===== config.mk =====
export PLATFORM = sky130hd
export DESIGN_NAME = dmem_arbiter
export DESIGN_NICKNAME = d
export VERILOG_FILES = /design/src/rtl/dmem_arb_pkg.sv /design/src/rtl/rr_arbiter2.sv /design/src/rtl/dmem_arbiter.sv
export SDC_FILE = /design/constraint.sdc
export NUM_CORES = 1
export LEC_CHECK = 0
export BUFFER_PORTS_ARGS = -buffer_cell sky130_fd_sc_hd__buf_2
export CAP_MARGIN = 15
export CORE_MARGIN = 4
export CORE_UTILIZATION = 40
export DETAILED_ROUTE_END_ITERATION = 8
export PLACE_DENSITY_LB_ADDON = 0.2
export SLEW_MARGIN = 20
export SYNTH_ARGS = -nofsm -noshare
export SYNTH_HDL_FRONTEND = slang
export SYNTH_SLANG_ARGS = --single-unit

===== constraint.sdc =====
create_clock -name clk -period 2.36 [get_ports clk]
set_input_delay 0.354 -clock clk [delete_from_list [all_inputs] [get_ports clk]]
set_output_delay 0.354 -clock clk [all_outputs]
set_load 0.05 [all_outputs]

===== src/rtl/dmem_arb_pkg.sv =====
// Shared types and constants for the two-port data memory arbiter.
package dmem_arb_pkg;

  typedef enum logic [1:0] {
    IDLE  = 2'd0,
    ISSUE = 2'd1,
    WAIT  = 2'd2,
    RESP  = 2'd3
  } state_t;

  localparam logic PORT_CPU = 1'b0;
  localparam logic PORT_DBG = 1'b1;

  localparam int MEM_LAT_MAX = 3;
  localparam int LAT_W       = 2;
  typedef logic [LAT_W-1:0] lat_t;

endpackage


===== src/rtl/rr_arbiter2.sv =====
// Two-way round-robin pick (combinational) with a registered last-grant pointer.
// Pointer advances only when en is high and a request is present.
module rr_arbiter2
  import dmem_arb_pkg::*;
(
  input  logic       clk,
  input  logic       reset,
  input  logic [1:0] req,
  input  logic       en,
  output logic       gnt_vld,
  output logic       gnt_sel
);

  logic last;

  always_comb begin
    gnt_vld = |req;
    if (req == 2'b11) gnt_sel = ~last;
    else              gnt_sel = req[1] ? PORT_DBG : PORT_CPU;
  end

  // Reset pointer to the debug port so the CPU wins the first tie.
  always_ff @(posedge clk or negedge reset) begin
    if (!reset)                last <= PORT_DBG;
    else if (en && gnt_vld)    last <= gnt_sel;
  end

endmodule


===== src/rtl/dmem_arbiter.sv =====
// Shares one single-port data memory between the CPU port (0) and the debug/DMA port (1).
// One transaction at a time: IDLE -> ISSUE -> WAIT x MEM_LAT -> RESP; done pulses 2+MEM_LAT cycles after the grant cycle.
module dmem_arbiter
  import dmem_arb_pkg::*;
#(
  parameter int ADDR_W  = 32,
  parameter int DATA_W  = 32,
  parameter int MEM_LAT = 1
) (
  input  logic              clk,
  input  logic              reset,
  input  logic              m0_req,
  input  logic              m0_we,
  input  logic [ADDR_W-1:0] m0_addr,
  input  logic [DATA_W-1:0] m0_wdata,
  output logic [DATA_W-1:0] m0_rdata,
  output logic              m0_done,
  input  logic              m1_req,
  input  logic              m1_we,
  input  logic [ADDR_W-1:0] m1_addr,
  input  logic [DATA_W-1:0] m1_wdata,
  output logic [DATA_W-1:0] m1_rdata,
  output logic              m1_done,
  output logic              mem_cs,
  output logic              mem_r,
  output logic              mem_w,
  output logic [ADDR_W-1:0] mem_addr,
  output logic [DATA_W-1:0] mem_wdata,
  input  logic [DATA_W-1:0] mem_rdata
);

  state_t            state;
  lat_t              lat_cnt;
  logic              sel_q;
  logic              we_q;
  logic [ADDR_W-1:0] addr_q;
  logic [DATA_W-1:0] wdata_q;

  logic              gnt_vld;
  logic              gnt_sel;
  logic              win_we;
  logic [ADDR_W-1:0] win_addr;
  logic [DATA_W-1:0] win_wdata;
  logic              finish;

  rr_arbiter2 u_arb (
    .clk     (clk),
    .reset   (reset),
    .req     ({m1_req, m0_req}),
    .en      (state == IDLE),
    .gnt_vld (gnt_vld),
    .gnt_sel (gnt_sel)
  );

  assign mem_addr  = addr_q;
  assign mem_wdata = wdata_q;

  always_comb begin
    win_we    = (gnt_sel == PORT_DBG) ? m1_we    : m0_we;
    win_addr  = (gnt_sel == PORT_DBG) ? m1_addr  : m0_addr;
    win_wdata = (gnt_sel == PORT_DBG) ? m1_wdata : m0_wdata;
    // Read data is sampled at the end of ISSUE (combinational memory) or of the last WAIT cycle.
    finish    = ((state == ISSUE) && (MEM_LAT == 0)) ||
                ((state == WAIT)  && (lat_cnt == lat_t'(1)));
  end

  always_ff @(posedge clk or negedge reset) begin
    if (!reset) begin
      state    <= IDLE;
      lat_cnt  <= '0;
      sel_q    <= PORT_CPU;
      we_q     <= 1'b0;
      addr_q   <= '0;
      wdata_q  <= '0;
      mem_cs   <= 1'b0;
      mem_r    <= 1'b0;
      mem_w    <= 1'b0;
      m0_done  <= 1'b0;
      m1_done  <= 1'b0;
      m0_rdata <= '0;
      m1_rdata <= '0;
    end else begin
      mem_cs  <= 1'b0;
      mem_r   <= 1'b0;
      mem_w   <= 1'b0;
      m0_done <= 1'b0;
      m1_done <= 1'b0;
      case (state)
        IDLE: begin
          if (gnt_vld) begin
            sel_q   <= gnt_sel;
            we_q    <= win_we;
            addr_q  <= win_addr;
            wdata_q <= win_wdata;
            mem_cs  <= 1'b1;
            mem_r   <= ~win_we;
            mem_w   <= win_we;
            state   <= ISSUE;
          end
        end
        ISSUE: begin
          if (MEM_LAT != 0) begin
            lat_cnt <= lat_t'(MEM_LAT);
            state   <= WAIT;
          end
        end
        WAIT:    lat_cnt <= lat_cnt - lat_t'(1);
        RESP:    state   <= IDLE;
        default: state   <= IDLE;
      endcase
      if (finish) begin
        state   <= RESP;
        m0_done <= (sel_q == PORT_CPU);
        m1_done <= (sel_q == PORT_DBG);
        if (!we_q) begin
          if (sel_q == PORT_DBG) m1_rdata <= mem_rdata;
          else                   m0_rdata <= mem_rdata;
        end
      end
    end
  end

endmodule

==> out/results.ini <==
[run_status]
status = finished clean

[final_layout]
fin_nets = 998
layout-drive-gt1-share = 0.481
areaGrowthSynthToFinish_pct = 37.8
final_cell_mix = buf_2 (297), dfrtp_1 (139), a21oi_1 (131), nor2_1 (70), nand2_1 (65)
post-route-util = 0.561
design_area_mm2 = 0.00812
diodes = 0
layout_commonest_cell = buf_2

[place]
place.gp.congestion = 0.869
io_buffers = 298
place_ws_ns = 0.511
post_dp_cell_area_mm2 = 0.00762
hpwl_um = 12200

[synthesis]
yosysWarnings = 0
synth_edf_count = 0
yosysSeqAreaShare = 0.595
synth.lib_cells_used.distinct = 31
avgSynthCellArea_um2 = 11.1
ys_ff_latch = 140
syn_area_mm2 = 0.00589
netlist_instances = 533
synth_nets = 704
ys.flop_type = dfrtp_1
async_flop_share = 1.00

[routing]
vias = 5089
wl_per_cell_um = 16.3
ant_nets = 0
wl_um = 16600
drtPass1Iterations = 4
first_iter_violations = 192
routed_via_density = 4.98
drcViolationCount = 0

[power]
clkPwrFrac = 0.154
p_sw_mw = 7.55
netSwitchingFraction = 0.514
p_int_mw = 7.14
p_per_area_mw_per_mm2 = 1810
ir_drop_uv = 745
p_seq_frac = 0.291
p_leak_nw = 4.18
p_comb_frac = 0.555

[clock_network]
numCtsBuffers = 17
htree_levels = 4
clockBufferDepth = 2
cts_hold_buf = 1
tritoncts = done
clk_latency_ns = 0.41
cts_setup_buffers = 0
clock-root-buffer = clkbuf_16
clock-sinks = 140
cts_resized = 0
path_clk_slew_ns = 0.06

[worst_setup_path]
end_kind = flop
crit_path_max_fanout = 22
slowest_stage = dfrtp_1
criticalPathCategory = reg2reg
critPathRequiredTime_ns = 2.68
startpoint_type = flop
rr_worst_depth = 7
crit_cells = 7
cp_cell_sequence = inv_1 > ha_1 > o21ai_4 > inv_2 > buf_4 > nor2_1 > a21oi_1
critPathBufInv = 3
cpPeakStageDelay_ns = 0.41
crit_family = buffers and inverters
worstPathArrival_ns = 2.16

[sta]
maxSlewViolCount = 0
fin_hold_ws_ns = 0.170
tns_ns = 0
rsz0062_at_grt = no
finalSetupViolations = 0
min_period_ns = 1.83
worst-slew-pin-transition_ns = 0.522
hold_violations = 0
max_freq_ghz = 0.546
clock_skew_ns = 0.0101
period_share = 0.776
relSlewSlack = 0.652
layout_setup_ws_ns = 0.528

[global_routing]
track_usage = 0.195
antenna_found_initial = 0
grt_overflow_total = 0
grt_pass1_vias = 5120
grt_start_max_net_pins = 66
grt_pass1_wl_um = 25700

[floorplanning]
die-width_um = 129
die_area_mm2 = 0.0167
ioPinCount = 299
die_h_um = 129
core_area_mm2 = 0.0145
start_util = 0.407
std_cell_rows = 44

[min_path]
hold-path-cell-count = 3
min_path_type = in2reg

[run]
drv_cap = 0

routing by layer:
metal,GRT usage,wire [µm],vias to the layer above
li1,-,-,2393
met1,0.239,6800,2448
met2,0.316,7950,222
met3,0.0680,1510,26
met4,0.0766,378,0
met5,0,0,-
power groups by stage:
stage                     clock network (mW)  registers [mW]  logic, mW
final                                   2.26            4.27       8.15
after global routing                    2.42            4.41       8.62
after CTS                               2.32            4.28       8.24
after detailed placement                   0            4.30       8.23
after global placement                     0            4.25       8.11
after floorplan                            0            8.24       2.19
final timing paths:
path,from,end,slack (ns)
worst max-delay path,state[0],mem_addr[26],0.53
worst min-delay path,m0_addr[16],mem_addr[16],0.17
worst max register to register,state[0],mem_addr[26],0.53
worst min register to register,m0_rdata[14],m0_rdata[14],0.48
max in group asynchronous,reset,u_arb.last,1.18
min in group asynchronous,reset,m1_rdata[23],0.48
flip-flops by register name (all words and copies together), names as in the netlist:
register    count
m0_rdata       32
m1_rdata       32
mem_addr       32
mem_wdata      32
lat_cnt         2
state           2
m0_done         1
m1_done         1
mem_cs          1
mem_r           1
mem_w           1
sel_q           1
u_arb.last      1
we_q            1
logic make-up after synthesis:
family                   count (synthesis)  synth area share
adder cells (fa/ha/maj)                  5            0.0106
buffers and inverters                   40            0.0352
flip-flops                             140             0.595
AND/OR/NAND/NOR                        142            0.0938
AO/OA/AOI/OAI                          141             0.123
multiplexers                            65             0.143
cell type report:
class                           count  area, µm²
Multi-Input combinational cell    353       2210
Fill cell                        1255       6360
Clock inverter                      8       50.0
Tap cell                          184        230
Inverter                            5       18.8
Clock buffer                       21        440
Timing Repair Buffer              310       1670
Sequential cell                   140       3500
per-stage QoR:
step | power (mW) | cells
after floorplan | 10.4 | 533
after global placement | 12.4 | 991
after detailed placement | 12.5 | 991
after CTS | 14.8 | 1021
after global routing | 15.5 | 1021
final | 14.7 | 1021
Yosys cell counts, types with 2 or more instances:
cell / count / share of area
a21oi_1: 131 / 0.11
inv_1: 4 / 0.0025
mux2_2: 32 / 0.061
nor2_1: 70 / 0.045
o21ai_0: 3 / 0.0025
nand2_1: 65 / 0.041
buf_6: 3 / 0.0057
dfrtp_1: 139 / 0.59
buf_2: 19 / 0.016
buf_4: 3 / 0.0038
mux2_4: 30 / 0.076
nand3_1: 2 / 0.0017
clkbuf_1: 9 / 0.0057
ha_1: 5 / 0.011
mux2_1: 2 / 0.0038
worst min-delay path: stages:
cell,delay (ns)
buf_2,0.09
nand2_1,0.04
a21oi_1,0.05
Power figures use the tool's default switching activity.
